$ cat src/rtl/mul_div_pkg.sv
// Shared definitions for the RV32M multiply/divide sequencer.
// Contents: datapath width, funct3 op encodings, the controller state enum and
// helpers that decide operand signedness and operand magnitudes.
package mul_div_pkg;

  localparam int unsigned XLEN = 32;

  // funct3 encodings of the M-extension ops
  localparam logic [2:0] OpMul    = 3'd0;
  localparam logic [2:0] OpMulh   = 3'd1;
  localparam logic [2:0] OpMulhsu = 3'd2;
  localparam logic [2:0] OpMulhu  = 3'd3;
  localparam logic [2:0] OpDiv    = 3'd4;
  localparam logic [2:0] OpDivu   = 3'd5;
  localparam logic [2:0] OpRem    = 3'd6;
  localparam logic [2:0] OpRemu   = 3'd7;

  // Value the shared 6-bit iteration counter holds during the last divide step
  localparam logic [5:0] DivLastCnt = 6'(XLEN - 1);

  typedef enum logic [2:0] {
    StIdle,
    StMulWait,
    StDivRun,
    StDivFix,
    StDone
  } state_e;

  function automatic logic rs1_signed(input logic [2:0] op);
    return (op == OpMulh) || (op == OpMulhsu) || (op == OpDiv) || (op == OpRem);
  endfunction

  function automatic logic rs2_signed(input logic [2:0] op);
    return (op == OpMulh) || (op == OpDiv) || (op == OpRem);
  endfunction

  // Unsigned magnitude; the most negative value maps to itself, which is the
  // correct unsigned magnitude 2^(XLEN-1).
  function automatic logic [XLEN-1:0] magnitude(input logic [XLEN-1:0] val, input logic neg);
    return neg ? -val : val;
  endfunction

endpackage

$ cat src/rtl/mul_div_divider.sv
// Unsigned restoring divider, one quotient bit per clock.
// Ports:
//   clk, rst_n            clock / async active-low reset
//   start                 load dividend/divisor and begin (ignored while kill)
//   kill                  abandon the running division
//   dividend, divisor     unsigned operands sampled on start
//   quotient, remainder   results, final once done pulses
//   done                  one-cycle pulse after the XLEN-th iteration
module mul_div_divider
  import mul_div_pkg::*;
(
  input  logic            clk,
  input  logic            rst_n,
  input  logic            start,
  input  logic            kill,
  input  logic [XLEN-1:0] dividend,
  input  logic [XLEN-1:0] divisor,
  output logic [XLEN-1:0] quotient,
  output logic [XLEN-1:0] remainder,
  output logic            done
);

  logic [XLEN-1:0] quo_q, quo_d, rem_q, rem_d, dvs_q, dvs_d;
  logic [5:0]      cnt_q, cnt_d;
  logic            run_q, run_d, done_q, done_d;
  logic [XLEN:0]   shifted, diff;

  // quo_q doubles as the dividend shift register: its MSB feeds the partial
  // remainder while quotient bits enter at the LSB.
  assign shifted = {rem_q, quo_q[XLEN-1]};
  assign diff    = shifted - {1'b0, dvs_q};

  always_comb begin
    quo_d  = quo_q;
    rem_d  = rem_q;
    dvs_d  = dvs_q;
    cnt_d  = cnt_q;
    run_d  = run_q;
    done_d = 1'b0;
    if (kill) begin
      run_d = 1'b0;
      cnt_d = '0;
    end else if (start) begin
      quo_d = dividend;
      rem_d = '0;
      dvs_d = divisor;
      cnt_d = '0;
      run_d = 1'b1;
    end else if (run_q) begin
      if (!diff[XLEN]) begin
        rem_d = diff[XLEN-1:0];
        quo_d = {quo_q[XLEN-2:0], 1'b1};
      end else begin
        rem_d = shifted[XLEN-1:0];
        quo_d = {quo_q[XLEN-2:0], 1'b0};
      end
      if (cnt_q == DivLastCnt) begin
        run_d  = 1'b0;
        done_d = 1'b1;
        cnt_d  = '0;
      end else begin
        cnt_d = cnt_q + 6'd1;
      end
    end
  end

  always_ff @(posedge clk or negedge rst_n) begin
    if (!rst_n) begin
      quo_q  <= '0;
      rem_q  <= '0;
      dvs_q  <= '0;
      cnt_q  <= '0;
      run_q  <= 1'b0;
      done_q <= 1'b0;
    end else begin
      quo_q  <= quo_d;
      rem_q  <= rem_d;
      dvs_q  <= dvs_d;
      cnt_q  <= cnt_d;
      run_q  <= run_d;
      done_q <= done_d;
    end
  end

  assign quotient  = quo_q;
  assign remainder = rem_q;
  assign done      = done_q;

endmodule

$ cat src/rtl/mul_div_ctrl.sv
// RV32M execute-unit sequencer: accepts M-extension requests, drives an external
// fixed-latency unsigned multiplier with operand magnitudes, runs the iterative
// divider, applies sign fix-ups and special divide cases, returns tagged results.
// Ports:
//   clk, rst_n                        clock / async active-low reset
//   req_valid/req_ready               request handshake (req_op funct3, rs1, rs2, rd)
//   flush                             kill the in-flight op, no response produced
//   resp_valid/resp_ready             response handshake (resp_data, resp_rd)
//   busy                              controller not idle
//   mul_a, mul_b / mul_p              registered multiplier operands / 64-bit product
module mul_div_ctrl
  import mul_div_pkg::*;
#(
  parameter int unsigned MUL_LAT = 3
) (
  input  logic              clk,
  input  logic              rst_n,
  input  logic              req_valid,
  output logic              req_ready,
  input  logic [2:0]        req_op,
  input  logic [XLEN-1:0]   req_rs1,
  input  logic [XLEN-1:0]   req_rs2,
  input  logic [4:0]        req_rd,
  input  logic              flush,
  output logic              resp_valid,
  input  logic              resp_ready,
  output logic [XLEN-1:0]   resp_data,
  output logic [4:0]        resp_rd,
  output logic              busy,
  output logic [XLEN-1:0]   mul_a,
  output logic [XLEN-1:0]   mul_b,
  input  logic [2*XLEN-1:0] mul_p
);

  localparam logic [5:0]      MulLastCnt = 6'(MUL_LAT);
  localparam logic [XLEN-1:0] MinInt     = {1'b1, {(XLEN-1){1'b0}}};

  state_e          state_q, state_d;
  logic [5:0]      cnt_q, cnt_d;
  logic [2:0]      op_q, op_d;
  logic [4:0]      rd_q, rd_d;
  logic            qneg_q, qneg_d, rneg_q, rneg_d;
  logic [XLEN-1:0] mul_a_q, mul_a_d, mul_b_q, mul_b_d, data_q, data_d;
  logic            valid_q, valid_d;

  logic            sign1, sign2, accept, div_start, div_kill, div_done;
  logic            special_zero, special_ovf;
  logic [XLEN-1:0] mag1, mag2, div_quo, div_rem, quo_fix, rem_fix;
  logic [2*XLEN-1:0] prod_fix;

  assign sign1        = rs1_signed(req_op) & req_rs1[XLEN-1];
  assign sign2        = rs2_signed(req_op) & req_rs2[XLEN-1];
  assign mag1         = magnitude(req_rs1, sign1);
  assign mag2         = magnitude(req_rs2, sign2);
  assign special_zero = (req_rs2 == '0);
  assign special_ovf  = rs2_signed(req_op) && (req_rs1 == MinInt) && (req_rs2 == '1);

  // A special divide enters DONE one cycle before its result is presented, so
  // the response handshake (and back-to-back issue) waits for valid_q.
  assign req_ready = ((state_q == StIdle) || ((state_q == StDone) && valid_q && resp_ready))
                     && !flush;
  assign accept    = req_valid && req_ready;

  assign prod_fix = qneg_q ? -mul_p : mul_p;
  assign quo_fix  = qneg_q ? -div_quo : div_quo;
  assign rem_fix  = rneg_q ? -div_rem : div_rem;

  always_comb begin
    state_d   = state_q;
    cnt_d     = cnt_q;
    op_d      = op_q;
    rd_d      = rd_q;
    qneg_d    = qneg_q;
    rneg_d    = rneg_q;
    mul_a_d   = mul_a_q;
    mul_b_d   = mul_b_q;
    data_d    = data_q;
    valid_d   = valid_q;
    div_start = 1'b0;
    div_kill  = 1'b0;

    unique case (state_q)
      StIdle: ;
      StMulWait: begin
        // Counter restarts at every accept, so stale products from a flushed
        // op are never sampled.
        if (cnt_q == MulLastCnt) begin
          data_d  = (op_q == OpMul) ? prod_fix[XLEN-1:0] : prod_fix[2*XLEN-1:XLEN];
          valid_d = 1'b1;
          cnt_d   = '0;
          state_d = StDone;
        end else begin
          cnt_d = cnt_q + 6'd1;
        end
      end
      StDivRun: begin
        if (cnt_q == DivLastCnt) begin
          cnt_d   = '0;
          state_d = StDivFix;
        end else begin
          cnt_d = cnt_q + 6'd1;
        end
      end
      StDivFix: begin
        if (div_done) begin
          data_d  = op_q[1] ? rem_fix : quo_fix;
          valid_d = 1'b1;
          state_d = StDone;
        end
      end
      StDone: begin
        if (!valid_q) begin
          valid_d = 1'b1;
        end else if (resp_ready) begin
          valid_d = 1'b0;
          state_d = StIdle;
        end
      end
      default: state_d = StIdle;
    endcase

    if (accept) begin
      op_d    = req_op;
      rd_d    = req_rd;
      cnt_d   = '0;
      qneg_d  = sign1 ^ sign2;
      rneg_d  = sign1;
      valid_d = 1'b0;
      if (!req_op[2]) begin
        mul_a_d = mag1;
        mul_b_d = mag2;
        state_d = StMulWait;
      end else if (special_zero) begin
        data_d  = req_op[1] ? req_rs1 : '1;
        state_d = StDone;
      end else if (special_ovf) begin
        data_d  = req_op[1] ? '0 : MinInt;
        state_d = StDone;
      end else begin
        div_start = 1'b1;
        state_d   = StDivRun;
      end
    end

    if (flush) begin
      state_d   = StIdle;
      valid_d   = 1'b0;
      cnt_d     = '0;
      div_start = 1'b0;
      div_kill  = 1'b1;
    end
  end

  always_ff @(posedge clk or negedge rst_n) begin
    if (!rst_n) begin
      state_q <= StIdle;
      cnt_q   <= '0;
      op_q    <= '0;
      rd_q    <= '0;
      qneg_q  <= 1'b0;
      rneg_q  <= 1'b0;
      mul_a_q <= '0;
      mul_b_q <= '0;
      data_q  <= '0;
      valid_q <= 1'b0;
    end else begin
      state_q <= state_d;
      cnt_q   <= cnt_d;
      op_q    <= op_d;
      rd_q    <= rd_d;
      qneg_q  <= qneg_d;
      rneg_q  <= rneg_d;
      mul_a_q <= mul_a_d;
      mul_b_q <= mul_b_d;
      data_q  <= data_d;
      valid_q <= valid_d;
    end
  end

  mul_div_divider u_divider (
    .clk       (clk),
    .rst_n     (rst_n),
    .start     (div_start),
    .kill      (div_kill),
    .dividend  (mag1),
    .divisor   (mag2),
    .quotient  (div_quo),
    .remainder (div_rem),
    .done      (div_done)
  );

  assign busy       = (state_q != StIdle);
  assign resp_valid = valid_q;
  assign resp_data  = data_q;
  assign resp_rd    = rd_q;
  assign mul_a      = mul_a_q;
  assign mul_b      = mul_b_q;

endmodule

$ cat config.mk
export PLATFORM = sky130hd
export DESIGN_NAME = mul_div_ctrl
export DESIGN_NICKNAME = d
export VERILOG_FILES = /design/src/rtl/mul_div_pkg.sv /design/src/rtl/mul_div_divider.sv /design/src/rtl/mul_div_ctrl.sv
export SDC_FILE = /design/constraint.sdc
export NUM_CORES = 1
export LEC_CHECK = 0
export CAP_MARGIN = 20
export CORE_MARGIN = 2
export CORE_UTILIZATION = 55
export CTS_CLUSTER_DIAMETER = 200
export CTS_CLUSTER_SIZE = 12
export DETAILED_ROUTE_END_ITERATION = 16
export GPL_ROUTABILITY_DRIVEN = 0
export MAX_ROUTING_LAYER = met4
export PLACE_DENSITY = 0.81
export RECOVER_POWER = 100
export SLEW_MARGIN = 20
export SYNTH_ARGS = -nofsm -noshare
export SYNTH_HDL_FRONTEND = slang
export SYNTH_SLANG_ARGS = --single-unit
$ cat constraint.sdc
create_clock -name clk -period 5.78 [get_ports clk]
set_input_delay 1.156 -clock clk [delete_from_list [all_inputs] [get_ports clk]]
set_output_delay 1.156 -clock clk [all_outputs]
set_load 0.1 [all_outputs]
After elaboration in Yosys (flattened, before gate mapping):

Cells that the tools add are included.

* $add $sub $neg: 8
* eq/ne operators: 19
* mux-type cells: 63
* bitwise operators: 5
* reduce and logical (&&, ||, !) cells: 26

Operators by type and width (number)
* 32-bit 2-to-1 mux: 19
* 32-bit negation: 4
* 32-bit == test, second input constant: 2
* 64-bit 2-to-1 mux: 1
* 64-bit negation: 1
* 32-bit one-hot mux with 2 select lines: 1
* 6-bit 2-to-1 mux: 8
* 33-bit by 32-bit subtractor with 33-bit output: 1
* 32-bit logical NOT: 1
* 3-bit 2-to-1 mux: 10
* 1-bit 2-to-1 mux: 21
* 4-bit inequality test, second input constant: 4
* 3-bit one-hot mux with 5 select lines: 1
* 6-bit by 1-bit adder with 6-bit output, second input constant: 2
* 6-bit by 5-bit == test with 1-bit output, second input constant: 2
* 6-bit one-hot mux with 2 select lines: 1
* 3-bit by 2-bit == test with 1-bit output, second input constant: 3
* 3-bit == test, second input constant: 3
* 3-bit by 1-bit == test with 1-bit output, second input constant: 2
* 6-bit by 2-bit == test with 1-bit output, second input constant: 1
* 1-bit logical AND: 6
* 3-bit logical NOT: 2
* 1-bit logical OR: 6
* 2-bit AND reduction: 3
* other kinds (13): 16

* register bits after elaboration: 220
* output and inout port bits: 104

Longest topological paths before layout:

Gate-level depths: netlist (run 1).

* word-level depth: 12
* mapped depth: 14
* depth with buffers taken out: 13

Modules after synthesis:

Synthesis (run 1) repeated with hierarchy kept, for this count alone.

* cells, all modules: 2077
* area, all modules: 16520.8 µm²

By module, submodules not included
* mul_div_ctrl: instances 1, cells each 1421, area each 10503.8 µm², sequential area each 2902.8 µm²
* mul_div_divider: instances 1, cells each 656, area each 6017.0 µm², sequential area each 2602.5 µm²

Least setup slack after synthesis (run 1):

Ideal clock, no wire load.

* path type: input-to-output
* from: in flush
* to: out req_ready
* arrival time: 3587 ps
* path slack: 1037 ps
* cell stages on the path: 2
* buffers on the path: 1
* path through: clkbuf_1 -> a211oi_1

* longest elaborated chain between the ends: 2

RTL lines
* start, declared: RTL line mul_div_ctrl.sv:24 `input logic flush,`
* 1-bit logical NOT: RTL line mul_div_ctrl.sv:61 `&& !flush;`
* 1-bit logical AND: RTL line mul_div_ctrl.sv:61
* end, declared: RTL line mul_div_ctrl.sv:19 `output logic req_ready,`

Every way passes these cells.

Worst setup path after layout (run 1):

* from: in req_rs2[6]
* to: reg u_divider.quo_q[31] (netlist: u_divider.quotient[31])

* longest elaborated chain between the ends: 9
* elaborated cells on any way between the ends: 11
* those cells by class: 1 x eq/ne; 6 x mux; 4 x reduce/logical

RTL lines
* start, declared: RTL line mul_div_ctrl.sv:22 `input logic [XLEN-1:0] req_rs2,`
* 32-bit == test: RTL line mul_div_ctrl.sv:56 `assign special_ovf = rs2_signed(req_op) && (req_rs1 == MinInt) && (req_rs2 == '1);`
* 1-bit logical AND: RTL line mul_div_ctrl.sv:56
* 1-bit 2-to-1 mux: RTL line mul_div_ctrl.sv:136 `end else if (special_ovf) begin`
* 1-bit 2-to-1 mux (*): RTL line mul_div_ctrl.sv:133 `end else if (special_zero) begin`
* 1-bit 2-to-1 mux (*): RTL line mul_div_ctrl.sv:129 `if (!req_op[2]) begin`
* 1-bit 2-to-1 mux (*): RTL line mul_div_ctrl.sv:122 `if (accept) begin`
* 1-bit 2-to-1 mux (*): RTL line mul_div_ctrl.sv:145 `if (flush) begin`
* 2-bit nonzero test (no line)
* 2-bit AND reduction (no line)
* end signal, assigned: RTL line mul_div_divider.sv:76 `quo_q <= quo_d;`
* end, declared: RTL line mul_div_divider.sv:23 `logic [XLEN-1:0] quo_q, quo_d, rem_q, rem_d, dvs_q, dvs_d;`

Mark *: on every way between the ends. The rest lies on a longest branch, timed or not.
A chain may end at the register's enable or synchronous reset.

==> reports/metrics.yaml, run 1 <==
status:
  status: "complete, but fails checks"
  violations: "capacitance limit, slew limit"
timing:
  fmax_mhz: 200.3
  clock_skew_ns: 0.01452
  holdWs_ns: 0.4691
  tightest_slew_ns: 2.676
  fin_crit_sh_pct: 86.36
  max-slew-margin-rel_pct: -78.39
  finalSetupViolations: 0
  fin_crit_ns: 4.991
  hold_viol: 0
  fin_tns_setup_ns: 0
  drv_slew: 224
  rsz0062_at_grt: "false"
global_route:
  grt_pass1_wl_mm: 83.95
  grt.busiest_layer: "met2"
  grt_max_degree: 116
  grt.overflow.total: 0
  use_met3_pct: 4.719
  met2_usage_pct: 53.58
  grtUsageTotal_pct: 34.59
  antenna_found_initial: 1
  grt_pass1_vias: 15876
  met1_usage_pct: 45.84
worst_setup_path:
  startpoint_type: "primary input"
  arrival_ns: 5.37
  crit_slowest_cell: "nor4_1"
  max_stage_delay_ns: 0.69
  crit_buf_inv: 2
  crit_chain: "dlygate4sd3_1 -> or4_1 -> nor4_1 -> and4_1 -> nand2_1 -> and3_1 -> clkbuf_2 -> a311oi_1 -> a21oi_1"
  cp.required_ns: 6.15
  r2r_slack_ns: 1.76
  crit_type: "primary input to flip-flop"
  worstPathMaxFanout: 48
  crit_family: "simple AND/OR/NAND/NOR gates"
  crit_path_end_kind: "flip-flop"
clocking:
  cts.path.max_buffers: 3
  cts.sinks: 220
  cts_setup_buffers: 0
  htreeDepth: 1
  numCtsBuffers: 22
  cts_repair_resize_count: 0
  cts_hold_buffers: 0
  root_buffer: "clkbuf_16"
  cts_tree: "built"
  clk_pin_slew_ns: 0.06
  clkLatencyLatePin_ns: 0.52
detailed_routing:
  drc: 0
  vias: 17135
  wl_per_cell_um: 20.20
  drtAntennaViolNets: 0
  vias_per_cell: 6.495
  drt_iter0_markers: 2193
  finalWirelength_mm: 53.29
  dr.pass1.iters: 9
power:
  powerDensity_nw_per_um2: 486.4
  vdd_drop_max_mv: 0.3404
  p_leak_nw: 8.041
run:
  cap_violations: 2
placement:
  io_buffer_count: 244
  dp.final_hpwl_mm: 40.26
  dpl_cell_area_um2: 18910
floorplanning:
  rows: 62
  design.core.area_um2: 28860
  dieArea_um2: 30840
  io_pins: 245
  start_util_pct: 56.12
  die_h_um: 175.6
  die_w_um: 175.6
synthesis:
  netlist_instances: 2075
  synth_edf_count: 0
  synth_seq_cells: 220
  synthArstFlopShare_pct: 100.0
  synth.avg_cell_area_um2: 7.805
  synth_fp_nets: 2257
  syn_area_um2: 16200
  seq_area_frac_synth_pct: 33.99
  ys.flop_type: "dfrtp_1"
  synthDistinctLibCells: 79
  synth_warnings: 0
cells_and_area:
  fin_area_um2: 19440
  final_common_cell: "nand2_1"
  fin_nets: 2434
  drive_gt1_share_pct: 3.373
  fillers: 2422
  area_growth_pct: 20.06
  layout_common_cells: "nand2_1, o21ai_0, dfrtp_1, nor2_1, clkdlybuf4s50_1"
min_path:
  hold_path.class: "flip-flop to flip-flop"
flip-flops by register name, indices dropped and copies added, names as in the netlist:
signal	cells
qneg_q	1
u_divider.run_q	1
resp_valid	1
u_divider.remainder	32
resp_rd	5
u_divider.done	1
state_q	3
rneg_q	1
u_divider.dvs_q	32
u_divider.cnt_q	6
u_divider.quotient	32
cnt_q	6
resp_data	32
mul_a	32
mul_b	32
op_q	3
metal layers:
layer	vias to the layer above	wire length, um
met1	8027	21180
met5	-	0
met4	0	2344
li1	7887	-
met3	179	5558
met2	1042	24210
cell usage after synthesis, types with 16 or more instances:
library cell  count  area, um^2
o21ai_0         244        1221
inv_1            62       232.7
a21o_1           19       142.6
xnor2_1          87       762.0
o41ai_1          21       183.9
o22ai_1          16       100.1
mux2i_1          18       180.2
xor2_1           84       735.7
nand2b_1         22       137.6
nand4_1          20       125.1
or3_1            29       181.4
o31ai_1          36       270.3
dfrtp_1         220        5505
nand3_1          68       340.3
ha_1             40       500.5
nand2_1         333        1250
and3_1           18       112.6
or4_1            19       142.6
o311ai_0         25       219.0
nor4_1           29       181.4
a211oi_1         27       202.7
nor2_1          157       589.3
nor3_1           41       205.2
clkbuf_1        109       409.1
a21oi_1         133       665.6
power by group:
| part | switching, mW | internal, mW | leakage [nW] |
|---|---|---|---|
| clock network | 0.594 | 0.703 | 0.289 |
| registers | 0.626 | 2.04 | 2.80 |
| logic | 3.79 | 1.71 | 4.95 |
logic make-up (layout without fill, tap and decap cells):
| group | count (synthesis) | in the layout | synth area share, % |
|---|---|---|---|
| flip-flops | 220 | 220 | 33.99 |
| AND/OR/NAND/NOR | 784 | 784 | 22.44 |
| multiplexers | 24 | 24 | 1.599 |
| buffers and inverters | 181 | 359 | 4.249 |
| AO/OA/AOI/OAI | 654 | 654 | 25.26 |
| XOR/XNOR | 171 | 171 | 9.248 |
| adder cells (fa/ha/maj) | 41 | 41 | 3.214 |
| other | 0 | 1 | 0 |
per-stage QoR:
stage | setup WS, ns | utilization [%] | instances | power [mW]
after floorplan | 1.037 | - | 2075 | 6.663
after global placement | 0.9437 | 65.54 | 2612 | 8.006
after detailed placement | 0.8360 | 65.54 | 2612 | 8.154
after CTS | 1.359 | 67.57 | 2637 | 9.478
after global routing | 0.6255 | 67.38 | 2638 | 10.02
final | 0.7886 | 67.38 | 2638 | 9.457
worst register-to-register path, stage by stage, from the launching register on:
cell      delay (ns)
dfrtp_1         0.51
or2_2           0.39
a2111o_1        0.56
nor2_1          0.34
and3_1          0.65
clkbuf_2        0.80
nor2b_1         0.14
a311oi_1        0.43
a21oi_1         0.07
path summary, 6_finish.rpt:
path / startpoint / to / cells after the start
setup / recovery: req_rs2[6] / u_divider.quotient[31] / 9
setup reg to reg: state_q[1] / u_divider.quotient[31] / 8
max in group asynchronous: rst_n / qneg_q / 2
hold / removal: resp_rd[4] / resp_rd[4] / 2
min in group asynchronous: rst_n / mul_b[8] / 1
hold reg to reg: resp_rd[4] / resp_rd[4] / 2
area by class of cell:
type | count | area, um^2 | share of cell area [%]
tap | 384 | 480.5 | 2.471
multi-input combinational | 1674 | 10000 | 51.44
clock inverter | 1 | 8.758 | 0.04505
timing repair buffer | 271 | 2628 | 13.51
inverter | 63 | 236.5 | 1.216
clock buffer | 24 | 579.3 | 2.979
sequential | 220 | 5507 | 28.32
antenna | 1 | 2.502 | 0.01287
Power figures use the tool's default switching activity.
==> run 2, diff against run 1 <==
--- a/config.mk
+++ b/config.mk
@@ -9,7 +9,7 @@
 export CORE_MARGIN = 2
 export CORE_UTILIZATION = 55
 export CTS_CLUSTER_DIAMETER = 200
-export CTS_CLUSTER_SIZE = 12
+export CTS_CLUSTER_SIZE = 10
 export DETAILED_ROUTE_END_ITERATION = 16
 export GPL_ROUTABILITY_DRIVEN = 0
 export MAX_ROUTING_LAYER = met4
==> constraint.sdc (replaced) <==
create_clock -name clk -period 4.9 [get_ports clk]
set_input_delay 0.98 -clock clk [delete_from_list [all_inputs] [get_ports clk]]
set_output_delay 0.98 -clock clk [all_outputs]
set_load 0.1 [all_outputs]
==> run 2 against run 1 <==
Against the previous run:
- first-iteration DRC count rose by 14%
- critical path depth is the same
- register-to-register slack worse by 0.84 ns
- clock power grew 25%
- non-clock buffer count is 12 higher
- utilization increased by 0.60 points
- the flow still finishes with violations (capacitance limit, slew limit)
- setup slack got worse by 0.34 ns
- critical path type unchanged
- flip-flop and latch count unchanged
==> reports/metrics.yaml, run 2 (synthesized netlist as in run 1, its figures left out) <==
cells_and_area:
  antenna_cells: 0  # was 1
  drive_gt1_share_pct: 3.926  # was 3.373%
  area_growth_pct: 21.13  # was 20.06%
  fin_nets: 2449  # was 2434
  fin_util_pct: 67.98  # was 67.38%
  layout_common_cells: "nand2_1, o21ai_0, dfrtp_1, nor2_1, clkdlybuf4s50_1"  # unchanged
  final_common_cell: "nand2_1"  # unchanged
detailed_routing:
  vias: 17291  # was 17.14k
  drt_iter0_markers: 2506  # was 2193
  drc: 0  # unchanged
  finalWirelength_mm: 54.21  # was 53.29 mm
  wl_per_cell_um: 20.45  # was 20.20 um
  dr.pass1.iters: 5  # was 9
  drtAntennaViolNets: 0  # unchanged
  vias_per_cell: 6.522  # was 6.495
timing:
  fin_tns_setup_ns: 0  # unchanged
  holdWs_ns: 0.4651  # was 0.4691 ns
  tightest_slew_ns: 3.766  # was 2.676 ns
  finalSetupViolations: 0  # unchanged
  hold_viol: 0  # unchanged
  clock_skew_ns: 0.01665  # was 0.01452 ns
  fmax_mhz: 224.9
  rsz0062_at_grt: "false"  # unchanged
  fin_crit_ns: 4.447
  drv_slew: 64  # was 224
  max-slew-margin-rel_pct: -151.0  # was -78.39%
  fin_crit_sh_pct: 90.75
worst_setup_path:
  crit_slowest_cell: "clkbuf_2"  # was nor4_1
  crit_path_end_kind: "flip-flop"  # unchanged
  r2r_slack_ns: 0.92  # was 1.76 ns
  cp.required_ns: 5.31  # was 6.15 ns
  reg2reg_to: "u_divider.quotient[0]"  # was u_divider.quotient[31]
  max_stage_delay_ns: 0.71  # was 0.69 ns
  startpoint_type: "primary input"  # unchanged
  arrival_ns: 4.86  # was 5.37 ns
  crit_start: "req_rs1[19]"  # was req_rs2[6]
  worstPathMaxFanout: 69  # was 48
  r2r_cells: 14  # was 8
  regToRegStartpoint: "u_divider.quotient[31]"  # was state_q[1]
  timing.critical_path.mode_cell: "or4_1"
  crit_type: "primary input to flip-flop"  # unchanged
  crit_chain: "dlygate4sd3_1 -> or4_1 -> or4_1 -> or2_0 -> nor2_2 -> nand4_1 -> and3_4 -> clkbuf_2 -> mux2_2"  # was dlygate4sd3_1 -> or4_1 -> nor4_1 -> and4_1 -> nand2_1 -> and3_1 -> clkbuf_2 -> a311oi_1 -> a21oi_1
  crit_end: "u_divider.dvs_q[0]"  # was u_divider.quotient[31]
power:
  power.internal_mw: 5.323  # was 4.448 mW
  total_power_mw: 11.25  # was 9.457 mW
  combPwrFrac_pct: 57.4  # was 58.1%
  pwr-share-clk_pct: 14.4  # was 13.7%
  powerDensity_nw_per_um2: 573.5  # was 486.4 nW/um^2
  p_leak_nw: 8.122  # was 8.041 nW
  switching_power_mw: 5.928  # was 5.008 mW
  pwr-share-seq_pct: 28.2  # about the same
  vdd_drop_max_mv: 0.5424  # was 0.3404 mV
  p_sw_share_pct: 52.69  # was 52.96%
global_route:
  antenna_found_initial: 0  # was 1
  grt.overflow.total: 0  # unchanged
  grt_pass1_wl_mm: 85.26  # was 83.95 mm
  grt_max_degree: 133  # was 116
  grt_pass1_vias: 16031  # was 15.88k
  grtUsageTotal_pct: 35.12  # was 34.59%
clocking:
  clk_pin_slew_ns: 0.06  # about the same
  cts_hold_buffers: 0  # unchanged
  clkLatencyLatePin_ns: 0.53  # was 0.52 ns
  cts_setup_buffers: 0  # unchanged
  numCtsBuffers: 25  # was 22
  cts_repair_resize_count: 0  # unchanged
  root_buffer: "clkbuf_16"  # unchanged
  htreeDepth: 1  # unchanged
  cts_tree: "built"  # unchanged
  cts.sinks: 220  # unchanged
  cts.path.max_buffers: 3  # unchanged
run:
  cap_violations: 1  # was 2
min_path:
  hold_path.class: "flip-flop to flip-flop"  # unchanged
floorplanning:
  dieArea_um2: 30840  # unchanged
  die_h_um: 175.6  # unchanged
  design.core.area_um2: 28860  # unchanged
  die_w_um: 175.6  # unchanged
  start_util_pct: 56.12  # unchanged
  rows: 62  # unchanged
  io_pins: 245  # unchanged
placement:
  dp.final_hpwl_mm: 40.59  # was 40.26 mm
  io_buffer_count: 244  # unchanged
status:
  violations: "capacitance limit, slew limit"  # unchanged
  status: "complete, but fails checks"  # unchanged
## run 2: cell types whose count changed in the layout (fill, tap and decap cells not counted), moves of 2 or more
cell,change
buf_4,+7
and2_0,-2
and2_1,+2
clkbuf_1,+2
clkbuf_16,+2
## run 2: critical path: cells and delay by family
| family | cells | cell delay [ns] |
|---|---|---|
| and+or+nand+nor | 6 | 1.96 |
| muxes | 1 | 0.54 |
| buffers and inverters | 2 | 1.34 |
## run 2: power by group through the flow
stage | combinational [mW] | sequential (mW) | clock [mW]
6_report | 6.46 | 3.18 | 1.62
3_5_place_dp | 6.43 | 3.17 | 0
3_3_place_gp | 6.30 | 3.14 | 0
4_1_cts | 6.47 | 3.15 | 1.63
2_1_floorplan | 3.22 | 4.64 | 0
5_1_grt | 6.94 | 3.25 | 1.70
## run 2: layout make-up
class / count / area [um^2]
Tap cell: 384 / 480.5
Clock buffer: 26 / 629.4
Sequential cell: 220 / 5507
Timing Repair Buffer: 283 / 2740
Inverter: 63 / 236.5
Clock inverter: 1 / 8.758
Fill cell: 2401 / 9240
Multi-Input combinational cell: 1674 / 10020
## run 2: worst min path at each step
stage,start,to,slack (ns),cells after the start
2_1_floorplan,op_q[2],op_q[2],0.46,2
3_3_place_gp,resp_rd[4],resp_rd[4],0.46,2
3_5_place_dp,resp_rd[3],resp_rd[3],0.46,2
4_1_cts,resp_rd[3],resp_rd[3],0.48,2
5_1_grt,resp_rd[2],resp_rd[2],0.50,2
6_report,resp_rd[2],resp_rd[2],0.47,2
## run 2: through the flow
step,std cells,instance area [um^2],setup WS (ns)
global route,2651,19620,0.2786
floorplan,2075,16200,0.4046
CTS,2650,19650,0.8268
global placement,2623,19010,0.3201
detailed placement,2623,19010,0.2947
finish,2651,19620,0.4530
## run 2: routing by layer
layer / global-route usage (%) / share of wire (%)
met2: 55.00 / 46
met5: - / 0
met1: 45.62 / 40
met3: 5.195 / 10
met4: 15.05 / 4.8
